$ cat src/rtl/fetch_ctrl.sv
// rtl/fetch_ctrl.sv - fetch-stage PC sequencer with req/ack instruction memory handshake (optional FETCH_PERF_EN counters)
module fetch_ctrl #(
    parameter logic [31:0] RESET_PC = 32'h0000_3000,
    parameter logic [31:0] PC_STEP  = 32'd4
) (
    input  logic        clk,
    input  logic        reset,
    input  logic        stall_D,
    input  logic        redirect,
    input  logic [31:0] redirect_pc,
    output logic        im_req,
    output logic [31:0] im_addr,
    input  logic        im_ack,
    input  logic [31:0] im_rdata,
    output logic        valid_F,
    output logic [31:0] pc_F,
    output logic [31:0] pc4_F,
    output logic [31:0] instr_F
`ifdef FETCH_PERF_EN
    ,
    output logic [31:0] perf_fetch,
    output logic [31:0] perf_squash
`endif
);

    typedef enum logic [1:0] {
        S_BOOT  = 2'd0,
        S_FETCH = 2'd1,
        S_WAIT  = 2'd2
    } state_t;

    state_t      state_q, state_d;
    logic [31:0] fpc_q, fpc_d;
    logic [31:0] req_addr_q, req_addr_d;
    logic        valid_q, valid_d;
    logic [31:0] pc_q, pc_d;
    logic [31:0] instr_q, instr_d;
    logic        drop_q, drop_d;

    logic        consume;
    logic        acc;
    logic        fire;
    logic        discard;
    logic        fill;

    // Decode-side events and response classification
    always_comb begin
        consume = valid_q & ~stall_D;
        acc     = redirect & ~stall_D;
        fire    = im_req & im_ack;
        discard = fire & (drop_q | acc);
        fill    = fire & ~discard;
    end

    // State register
    always_ff @(posedge clk) begin
        if (!reset) begin
            state_q <= S_BOOT;
        end else begin
            state_q <= state_d;
        end
    end

    // Next-state: an unacknowledged request parks in S_WAIT until its ack
    always_comb begin
        state_d = state_q;
        case (state_q)
            S_BOOT:  state_d = S_FETCH;
            S_FETCH: if (im_req && !im_ack) state_d = S_WAIT;
            S_WAIT:  if (im_ack) state_d = S_FETCH;
            default: state_d = S_BOOT;
        endcase
    end

    // Outputs: the address of an outstanding request comes from its own latch so a redirect cannot disturb it
    always_comb begin
        im_req  = 1'b0;
        im_addr = fpc_q;
        case (state_q)
            S_FETCH: im_req = ~valid_q | ~stall_D;
            S_WAIT: begin
                im_req  = 1'b1;
                im_addr = req_addr_q;
            end
            default: im_req = 1'b0;
        endcase
    end

    // Datapath next values: fetch pc, slot contents, wrong-path drop flag
    always_comb begin
        fpc_d      = fpc_q;
        req_addr_d = req_addr_q;
        valid_d    = valid_q;
        pc_d       = pc_q;
        instr_d    = instr_q;
        drop_d     = drop_q;

        if (state_q == S_FETCH && im_req && !im_ack) begin
            req_addr_d = im_addr;
        end

        if (acc) begin
            fpc_d = redirect_pc;
        end else if (fill) begin
            fpc_d = im_addr + PC_STEP;
        end

        if (fire) begin
            drop_d = 1'b0;
        end else if (acc && im_req) begin
            drop_d = 1'b1;
        end

        if (acc) begin
            valid_d = 1'b0;
        end else if (fill) begin
            valid_d = 1'b1;
        end else if (consume) begin
            valid_d = 1'b0;
        end

        if (fill) begin
            pc_d    = im_addr;
            instr_d = im_rdata;
        end
    end

    // Datapath registers
    always_ff @(posedge clk) begin
        if (!reset) begin
            fpc_q      <= RESET_PC;
            req_addr_q <= RESET_PC;
            valid_q    <= 1'b0;
            pc_q       <= RESET_PC;
            instr_q    <= 32'd0;
            drop_q     <= 1'b0;
        end else begin
            fpc_q      <= fpc_d;
            req_addr_q <= req_addr_d;
            valid_q    <= valid_d;
            pc_q       <= pc_d;
            instr_q    <= instr_d;
            drop_q     <= drop_d;
        end
    end

    assign valid_F = valid_q;
    assign pc_F    = pc_q;
    assign pc4_F   = pc_q + PC_STEP;
    assign instr_F = instr_q;

`ifdef FETCH_PERF_EN
    logic [31:0] perf_fetch_q;
    logic [31:0] perf_squash_q;
    logic [31:0] squash_inc;

    // A squashed valid slot and a discarded response can coincide; both count
    always_comb begin
        squash_inc = {31'd0, discard} + {31'd0, acc & valid_q};
    end

    // Event counters, free-running with wrap
    always_ff @(posedge clk) begin
        if (!reset) begin
            perf_fetch_q  <= 32'd0;
            perf_squash_q <= 32'd0;
        end else begin
            perf_fetch_q  <= perf_fetch_q + {31'd0, fill};
            perf_squash_q <= perf_squash_q + squash_inc;
        end
    end

    assign perf_fetch  = perf_fetch_q;
    assign perf_squash = perf_squash_q;
`endif

endmodule

$ cat config.mk
export PLATFORM = sky130hd
export DESIGN_NAME = fetch_ctrl
export DESIGN_NICKNAME = d
export VERILOG_FILES = /design/src/rtl/fetch_ctrl.sv
export SDC_FILE = /design/constraint.sdc
export NUM_CORES = 1
export LEC_CHECK = 0
export ABC_AREA = 1
export BUFFER_PORTS_ARGS = -buffer_cell sky130_fd_sc_hd__buf_4
export CAP_MARGIN = 20
export CORE_MARGIN = 8
export CORE_UTILIZATION = 41
export DETAILED_ROUTE_END_ITERATION = 10
export PLACE_DENSITY = 0.68
export SYNTH_ARGS = -nofsm -noshare
export SYNTH_HDL_FRONTEND = slang
export SYNTH_SLANG_ARGS = --single-unit
$ cat constraint.sdc
create_clock -name clk -period 2.6 [get_ports clk]
set_input_delay 0.39 -clock clk [delete_from_list [all_inputs] [get_ports clk]]
set_output_delay 0.39 -clock clk [all_outputs]
set_load 0.005 [all_outputs]
* Word level (Yosys, flattened, before mapping) *
Cells that the tools add are included.

operators by class
  add/subtract/negate cells = 2
  equal/unequal tests = 4
  muxes and demuxes = 9
  bitwise gates (word level) = 11
  reductions and logical operators = 11

operators by type and width
  kind                                                              number
  32-bit 2-to-1 mux                                                 3
  32-bit by 3-bit adder with 32-bit output (second input constant)  2
  2-bit one-hot mux with 3 select lines                             1
  1-bit AND                                                         5
  1-bit logical AND                                                 4
  2-bit 2-to-1 mux                                                  2
  2-bit != test (second input constant)                             2
  1-bit inverter                                                    4
  2-bit nonzero test                                                2
  2-bit OR reduction                                                2
  2-bit by 1-bit == test with 1-bit output (second input constant)  1
  2-bit == test (second input constant)                             1
  2-bit logical NOT                                                 1
  1-bit 2-to-1 mux                                                  2
  1-bit bitwise OR                                                  2
  1-bit one-hot mux with 2 select lines                             1
  2-bit AND reduction                                               1
  1-bit logical NOT                                                 1

word-level totals
  flip-flop bits (word level) = 132
  output and inout port bits = 130
  word-level logic and storage cells = 44

* Depth between registers and ports, before layout *
Gate-level depths: netlist of run 1.

  depth in word-level cells = 9
  depth in mapped cells = 17
  depth with buffers taken out = 15

* Least setup slack after synthesis of run 1 *
OpenSTA, ideal clock, no wires.

  kind = flip-flop to output port
  start point = register pc_q[2], in the netlist pc_F[2]
  end point = output pc4_F[26]
  data arrival time = 1666 ps
  required time = 2210 ps
  slack = 544 ps
  cell stages (with the launch flop) = 11
  path buffers = 0
  cells stage by stage = dfxtp_1 > ha_1 > nand3_1 > nor2_2 > nand3_2 > nor2_4 > nand2_2 > nor2_2 > nand3_2 > nor2_1 > xor2_1

between the ends
  word-level cells in the longest chain between the ends = 1

ends and longest elaborated chain
  what                                      RTL line  RTL
  start: declaration                        36        logic [31:0] pc_q, pc_d;
  start signal: assignment                  141       pc_q <= pc_d;
  32-bit by 3-bit adder with 32-bit output  149       assign pc4_F = pc_q + PC_STEP;
  end: declaration                          17        output logic [31:0] pc4_F,

No other way between the ends.

* Worst setup path after layout of run 1 *
  start point = register pc_q[4], in the netlist pc_F[4]
  end point = output pc4_F[31]

Same word-level chain as after synthesis.

==> impl_metrics.toml, run 1 <==
[run_status]
status = "completed"

[logic_synthesis]
synth_cell_types = 42
async_flop_share_pct = 0
ys.flop_type = "dfxtp_1"
netlist_area_um2 = 6840
ys_seq_area_share_pct = 38.6
synth_edf_count = 0
ys_ff_latch = 132
postSynthCellCount = 965
syn_nets = 1039
syn_area_per_cell_um2 = 7.09
yosys_warnings = 0

[timing]
period_share_pct = 96.7
worstMarginPinSlew_ns = 0.700
finalSetupTns_ns = 0
skew_ns = 0.00413
clock.fmax_mhz = 398
drv_slew = 0
setup_viol = 0
grt_setup_unrepaired = "yes"
min_period_ns = 2.51
hold_violations = 0
slew_headroom_pct = 53.1

[floorplanning]
start_util_pct = 41.6
rows = 47
dieHeight_um = 145
core_um2 = 16500
io_pins = 199
fp.dieW_um = 145
die-area_um2 = 21100

[worst_setup_path]
cp.arrival_ns = 2.12
cpMostUsedCell = "nand2_2"
worstSetupPathType = "flop to output pin"
cp_slowest_stage_delay_ns = 0.38
crit_required_ns = 2.21
worstPathCellList = "nand3_2 > inv_1 > nand2_2 > nor2_4 > nand2_4 > nor3_4 > nand2_2 > nor3_2 > xor2_1 > buf_4"
worstSetupStartpointType = "flop"
crit_slowest_cell = "dfxtp_4"
r2r_cells = 13
end_kind = "output pin"
crit_fanout = 5

[clock_network]
clk_pin_slew_ns = 0.05
cts_made_buffers = 17
root_buffer = "clkbuf_16"
cts_hold_buf = 0
htree_num_levels = 4
clk_latency_ns = 0.42
clk_path_buf_depth = 2
cts_tree = "done"
clkSinkCount = 132

[cells_and_area]
stdcell_count = 1398
postLayoutCellArea_um2 = 9270
layout_common_cells = "buf_4 (232), nand2_1 (187), dfxtp_1 (125)"
areaGrowthSynthToFinish_pct = 35.4
antenna_cells = 0
fillers = 1596
final_common_cell = "buf_4"
finish.utilization_pct = 56.3
drive_gt1_share_pct = 31.7
nNetsFinal = 1241

[placement]
dp_cells = 1350
dpl.hpwl_mm = 15.8
io_buffers = 198
gp_congestion = 0.909
placed_area_um2 = 8480

[power_and_ir_drop]
p_total_uw = 5250
peakVddDrop_uv = 470
p_leak_uw = 0.00415
powerDensity_nw_per_um2 = 567

[route]
vias = 6859
drt-vias-per-instance = 4.91
drcViolationCount = 0
ant_nets = 0
drt_iter0_markers = 318
dr.pass1.iters = 4
drt-total-wl_mm = 21.6
wire_per_inst_um = 15.5

[grt]
grt-ovfl-total = 0
grt_pass1_vias = 6585
gr-usage-all-layers_pct = 20.2
grt_max_degree = 107
antenna_found_initial = 0
grt_first_pass_wirelength_mm = 35.0

[run]
drv_cap = 0

[worst_hold_path]
min_path_cells = 3
hp-class = "input pin to flop"
## registers in the layout, summed over array words and instances, names as in the netlist
name and cells:
pc_F 32, state_q 2, instr_F 32, drop_q 1, req_addr_q 32, fpc_q 32
valid_F 1
## layer usage
layer  wire, µm  part of all wire (%)  GRT usage, %
met1       9580                    44          24.7
met5          0                     0             0
met3       1870                   8.6          7.68
met2       9610                    44          31.2
met4        546                   2.5          8.43
## synthesized netlist by cell type (11+ instances only)
cell type	instances	area share, %
inv_1	67	3.7
a21oi_1	79	5.8
nand2_1	191	10
nand2_2	40	3.7
nor2_1	127	7.0
buf_2	13	0.95
nor2_2	15	1.4
o211ai_1	11	1.2
o21ai_0	105	7.7
clkbuf_1	25	1.4
nand3_1	34	2.5
dfxtp_1	132	39
xnor2_1	12	1.5
xor2_1	23	2.9
## report_power, final
| group | total [µW] | switching [µW] | leakage, µW | internal (µW) |
|---|---|---|---|---|
| Clock | 2140 | 872 | 0.000255 | 1270 |
| Combinational | 877 | 474 | 0.00282 | 403 |
| Sequential | 2230 | 91.9 | 0.00108 | 2140 |
| Total | 5250 | 1440 | 0.00415 | 3810 |
## layout make-up
cell class	count	area (µm²)	area share (%)
Clock buffer	20	467	5.04
Clock inverter	10	60.1	0.648
Timing Repair Buffer	234	1780	19.2
Multi-Input combinational cell	709	3730	40.3
Tap cell	220	275	2.97
Inverter	73	282	3.04
Sequential cell	132	2670	28.8
## path summary, 6_finish.rpt
kind,from,to,slack [ns]
max,pc_F[4],pc4_F[31],0.09
min,redirect_pc[12],fpc_q[12],0.20
max reg2reg,state_q[0],fpc_q[29],0.19
min reg2reg,req_addr_q[1],req_addr_q[1],0.45
## worst max-delay path, delay by kind of cell, from the launching register on
kind	cells	cell delay, ns
and+or+nand+nor	7	0.94
xor gates and xnor gates	1	0.16
DFF	1	0.38
buffers and inverters	2	0.21
## what timing repair did
action | 4_1_cts | 5_1_grt
cloned | 0 | 0
setup endpoints to repair | 9 | 15
hold endpoints to repair | 0 | 0
setup buffers | 5 | 13
resized for setup | 21 | 17
pin swaps | 3 | 12
## per-stage QoR
stage | worst slack (ns) | hold WS, ns
2_1_floorplan | 0.544 | 0.425
3_3_place_gp | 0.140 | 0.437
3_5_place_dp | 0.0908 | 0.445
4_1_cts | 0.0000433 | 0.187
5_1_grt | -0.0794 | 0.225
6_report | 0.0852 | 0.203
## logic make-up after synthesis
| group | after synthesis | share of synthesized area, % |
|---|---|---|
| compound gates | 215 | 16.7 |
| xor+xnor | 35 | 4.48 |
| fa+ha+maj | 5 | 0.914 |
| buf+inv | 124 | 8.26 |
| flops | 132 | 38.6 |
| simple gates | 454 | 31.0 |
(Power assumes the default switching activity.)
==> run 2: changes to the inputs <==
- MAX_ROUTING_LAYER: unset -> met4
==> run 2 against run 1 <==
Against the previous run:
- register-to-register slack hardly changed
- critical path type unchanged
- non-clock buffer count stayed put
- clock power hardly changed
==> impl_metrics.toml, run 2 (synthesis results as in run 1) <==
[run_status]
status = "completed"

[floorplanning]
core_um2 = 16500
io_pins = 199
dieHeight_um = 145
fp.dieW_um = 145
rows = 47
start_util_pct = 41.6
die-area_um2 = 21100

[grt]
grt_use_met3_pct = 6.16
grt_pass1_vias = 6604
antenna_found_initial = 0
grt_first_pass_wirelength_mm = 35.0
grt.met1_usage_pct = 25.6
gr-usage-all-layers_pct = 20.7
grt_max_degree = 107
grt-ovfl-total = 0
grt_most_used_layer = "met2"
met2_usage_pct = 31.2

[route]
drt-vias-per-instance = 4.91
vias = 6871
ant_nets = 0
drt-total-wl_mm = 21.5
dr.pass1.iters = 7
drt_iter0_markers = 374
drcViolationCount = 0
wire_per_inst_um = 15.4

[cells_and_area]
layout_common_cells = "buf_4 (232), nand2_1 (187), dfxtp_1 (125)"
areaGrowthSynthToFinish_pct = 35.4
stdcell_count = 1398
nNetsFinal = 1241
antenna_cells = 0
finish.utilization_pct = 56.3
postLayoutCellArea_um2 = 9270
drive_gt1_share_pct = 31.7
final_common_cell = "buf_4"

[placement]
dp_cells = 1350
dpl.hpwl_mm = 15.8
placed_area_um2 = 8480
gp_congestion = 0.924
io_buffers = 198
pre_cts_ws_ns = 0.0908

[clock_network]
root_buffer = "clkbuf_16"
clkSinkCount = 132
cts_tree = "done"
htree_num_levels = 4
clk_path_buf_depth = 2
clk_pin_slew_ns = 0.05
cts_made_buffers = 17
clk_latency_ns = 0.42

[timing]
hold-worst-slack_ns = 0.203
worstMarginPinSlew_ns = 0.724
skew_ns = 0.00450
period_share_pct = 96.7
setup_viol = 0
slew_headroom_pct = 51.4
min_period_ns = 2.52
hold_violations = 0
drv_slew = 0
setup_ws_ns = 0.0849
grt_setup_unrepaired = "yes"
clock.fmax_mhz = 398

[worst_setup_path]
startpoint = "pc_F[4]"
worstReg2RegStart = "state_q[0]"
crit_fanout = 5
end_kind = "output pin"
r2r_cells = 13
worstSetupStartpointType = "flop"
worstSetupPathType = "flop to output pin"
cp.arrival_ns = 2.13
r2r_end = "fpc_q[29]"
rrSetupSlack_ns = 0.20
crit_required_ns = 2.21

[worst_hold_path]
hold_path_end = "fpc_q[12]"
min_path_cells = 3
hp-class = "input pin to flop"
hold_start = "redirect_pc[12]"

[power_and_ir_drop]
powerDensity_nw_per_um2 = 567
p_leak_uw = 0.00415
peakVddDrop_uv = 471

[run]
drv_cap = 0
run 2: cell counts in the layout (fill, tap and decap cells not counted):
Identical to the previous run, type by type.
run 2: routing by layer:
metal  up-vias  share of wire (%)
met5         -                  0
met4         0                2.7
met3        41                7.5
met2       227                 45
met1      3078                 45
li1       3525                  -
run 2: metrics by stage:
step                power [µW]  setup TNS, ns
CTS                       5290              0
global placement          3130              0
finish                    5250              0
floorplan                 2710              0
detailed placement        3140              0
global route              5490         -0.176
run 2: worst max-delay path by stage:
stage / to / cells after the start
after global placement: pc4_F[28] / 11
after floorplan: pc4_F[26] / 10
after CTS: pc4_F[28] / 11
after global routing: pc4_F[31] / 10
final: pc4_F[31] / 10
after detailed placement: fpc_q[29] / 13
run 2: repair_timing:
item / CTS / global route
setup endpoints to repair: 9 / 15
hold buffers: 0 / 0
pin swaps: 3 / 12
resized for setup: 21 / 17
setup buffers: 5 / 13
hold endpoints to repair: 0 / 0
run 2: final cells by class:
| cell class | count | area [µm²] |
|---|---|---|
| inverter | 73 | 282 |
| timing repair buffer | 234 | 1780 |
| sequential | 132 | 2670 |
| fill | 1596 | 7200 |
| clock inverter | 10 | 60.1 |
| tap | 220 | 275 |
| clock buffer | 20 | 467 |
| multi-input combinational | 709 | 3730 |
run 2: critical path: stages (launching register included):
cell and delay (ns):
dfxtp_4 0.38, nand3_2 0.11, inv_1 0.08, nand2_2 0.08
nor2_4 0.16, nand2_4 0.08, nor3_4 0.22, nand2_2 0.11
nor3_2 0.18, xor2_1 0.16, buf_4 0.13
run 2: power breakdown:
| part | total, µW | leakage (µW) | switching (µW) | internal [µW] |
|---|---|---|---|---|
| logic | 877 | 0.00282 | 473 | 404 |
| registers | 2230 | 0.00108 | 91.6 | 2140 |
| clock network | 2140 | 0.000255 | 873 | 1270 |
==> run 3: changes to the inputs <==
- PLACE_DENSITY: 0.68 -> 0.7
- clock period: 2.6 -> 2.2 ns (I/O delays scaled with it)
==> run 3 against run 2 <==
Against the previous run:
- the flow now finishes with violations (setup timing)
- non-clock buffer count is 100 higher
- clock power is 29% higher
- worst hold slack worse by 0.053 ns
- critical endpoint is now pc4_F[28]
==> impl_metrics.toml, run 3 (synthesis results as in run 1) <==
[clock_network]
clk_path_buf_depth = 2
cts_made_buffers = 17
cts_tree = "done"
clk_latency_ns = 0.43
clk_pin_slew_ns = 0.06
clkSinkCount = 132
root_buffer = "clkbuf_16"
cts_hold_buf = 0
htree_num_levels = 4

[cells_and_area]
antenna_cells = 0
areaGrowthSynthToFinish_pct = 57.0
drive_gt1_share_pct = 41.9
layout_common_cells = "buf_4 (297), nand2_1 (155), dfxtp_1 (123)"
nNetsFinal = 1341
final_common_cell = "buf_4"
postLayoutCellArea_um2 = 10700

[timing]
slew_headroom_pct = 68.3
drv_slew = 0
hold_violations = 0
clock.fmax_mhz = 416
setup_viol = 16
hold-worst-slack_ns = 0.150
min_period_ns = 2.40
worstMarginPinSlew_ns = 0.475
setup_ws_ns = -0.204
skew_ns = 0.00881
grt_setup_unrepaired = "yes"
period_share_pct = 109

[worst_setup_path]
end_kind = "output pin"
cp.arrival_ns = 2.07
worstPathCellList = "ha_4 > nand3_4 > nor2_4 > nand3_4 > nor2_4 > nand2_2 > nor2_4 > nand3_2 > nor2_2 > xor2_1 > buf_4"
cp_slowest_stage_delay_ns = 0.36
worstSetupStartpointType = "flop"
cpMostUsedCell = "nor2_4"
worstSetupPathType = "flop to output pin"
crit_fanout = 3
crit_slowest_cell = "dfxtp_4"
crit_required_ns = 1.87

[power_and_ir_drop]
p_seq_share_pct = 39.7
p_leak_uw = 0.00489
p_int_uw = 4840
clockPowerShare_pct = 41.1
powerDensity_nw_per_um2 = 622
peakVddDrop_uv = 534
p_comb_share_pct = 19.2
p_sw_share_pct = 27.7
net-switching-power_uw = 1850

[floorplanning]
io_pins = 199
dieHeight_um = 145
core_um2 = 16500
start_util_pct = 41.6
fp.dieW_um = 145
die-area_um2 = 21100
rows = 47

[placement]
pre_cts_ws_ns = -0.00264
io_buffers = 198
dpl.hpwl_mm = 16.7
placed_area_um2 = 9200
gp_congestion = 0.925

[route]
ant_nets = 0
drt_iter0_markers = 507
dr.pass1.iters = 7
drt-vias-per-instance = 5.02
drt-total-wl_mm = 24.2
wire_per_inst_um = 16.1
drcViolationCount = 0
vias = 7519

[grt]
grt_first_pass_wirelength_mm = 37.0
grt_max_degree = 51
antenna_found_initial = 0
met2_usage_pct = 34.3
grt.met1_usage_pct = 26.5
grt_use_met3_pct = 6.56
grt_pass1_vias = 7143
grt-ovfl-total = 0
gr-usage-all-layers_pct = 22.0
grt_most_used_layer = "met2"

[run_status]
status = "complete, but fails checks"
violations = "setup timing"

[worst_hold_path]
hp-class = "input pin to flop"

[run]
drv_cap = 0
run 3: what timing repair did:
action / in CTS / in global routing
cloned: 1 / 2
buffers inserted: 15 / 18
gates resized for setup: 43 / 124
setup endpoints to repair: 29 / 94
pin swaps: 12 / 47
endpoints found under the hold margin: 0 / 0
run 3: layout make-up:
type,count,area [µm²]
fillers,1386,5720
multi-input cells,709,4120
repair buffers,334,2830
flip-flops and latches,132,2660
clock buffers,19,433
inverters,73,295
well taps,220,275
clock inverters,12,134
run 3: per-stage QoR:
step | util, % | total power [µW] | setup TNS, ns | std cells
floorplan | - | 3210 | 0 | 965
global placement | 55.9 | 3840 | 0 | 1433
detailed placement | 55.9 | 3860 | -0.00264 | 1433
CTS | 61.3 | 6620 | -2.66 | 1479
global route | 65.3 | 6970 | -5.03 | 1499
finish | 65.3 | 6690 | -1.68 | 1499
run 3: worst max-delay path, delay by kind of cell (launching register included):
family	cells	cell delay (ns)
XOR/XNOR	1	0.16
adder cells (fa/ha/maj)	1	0.15
buffers and inverters	1	0.13
flip-flops	1	0.36
AND/OR/NAND/NOR	8	0.85
run 3: metal layers:
layer,routed length (µm),part of all wire (%)
met3,1800,7.5
met1,10500,43
met2,11300,47
met4,609,2.5
met5,0,0
run 3: path summary, 6_finish.rpt:
| check | from | to | slack [ns] | cells past startpoint |
|---|---|---|---|---|
| max | pc_F[3] | pc4_F[28] | -0.20 | 11 |
| max reg2reg | state_q[0] | fpc_q[23] | -0.03 | 18 |
| min | im_rdata[10] | instr_F[10] | 0.15 | 3 |
| min reg2reg | req_addr_q[31] | req_addr_q[31] | 0.47 | 2 |
run 3: power groups by stage:
stage / combinational, µW / sequential [µW] / clock [µW]
5_1_grt: 1410 / 2670 / 2890
6_report: 1290 / 2650 / 2750
3_3_place_gp: 1160 / 2680 / 0
4_1_cts: 1190 / 2640 / 2780
2_1_floorplan: 529 / 2680 / 0
3_5_place_dp: 1170 / 2690 / 0
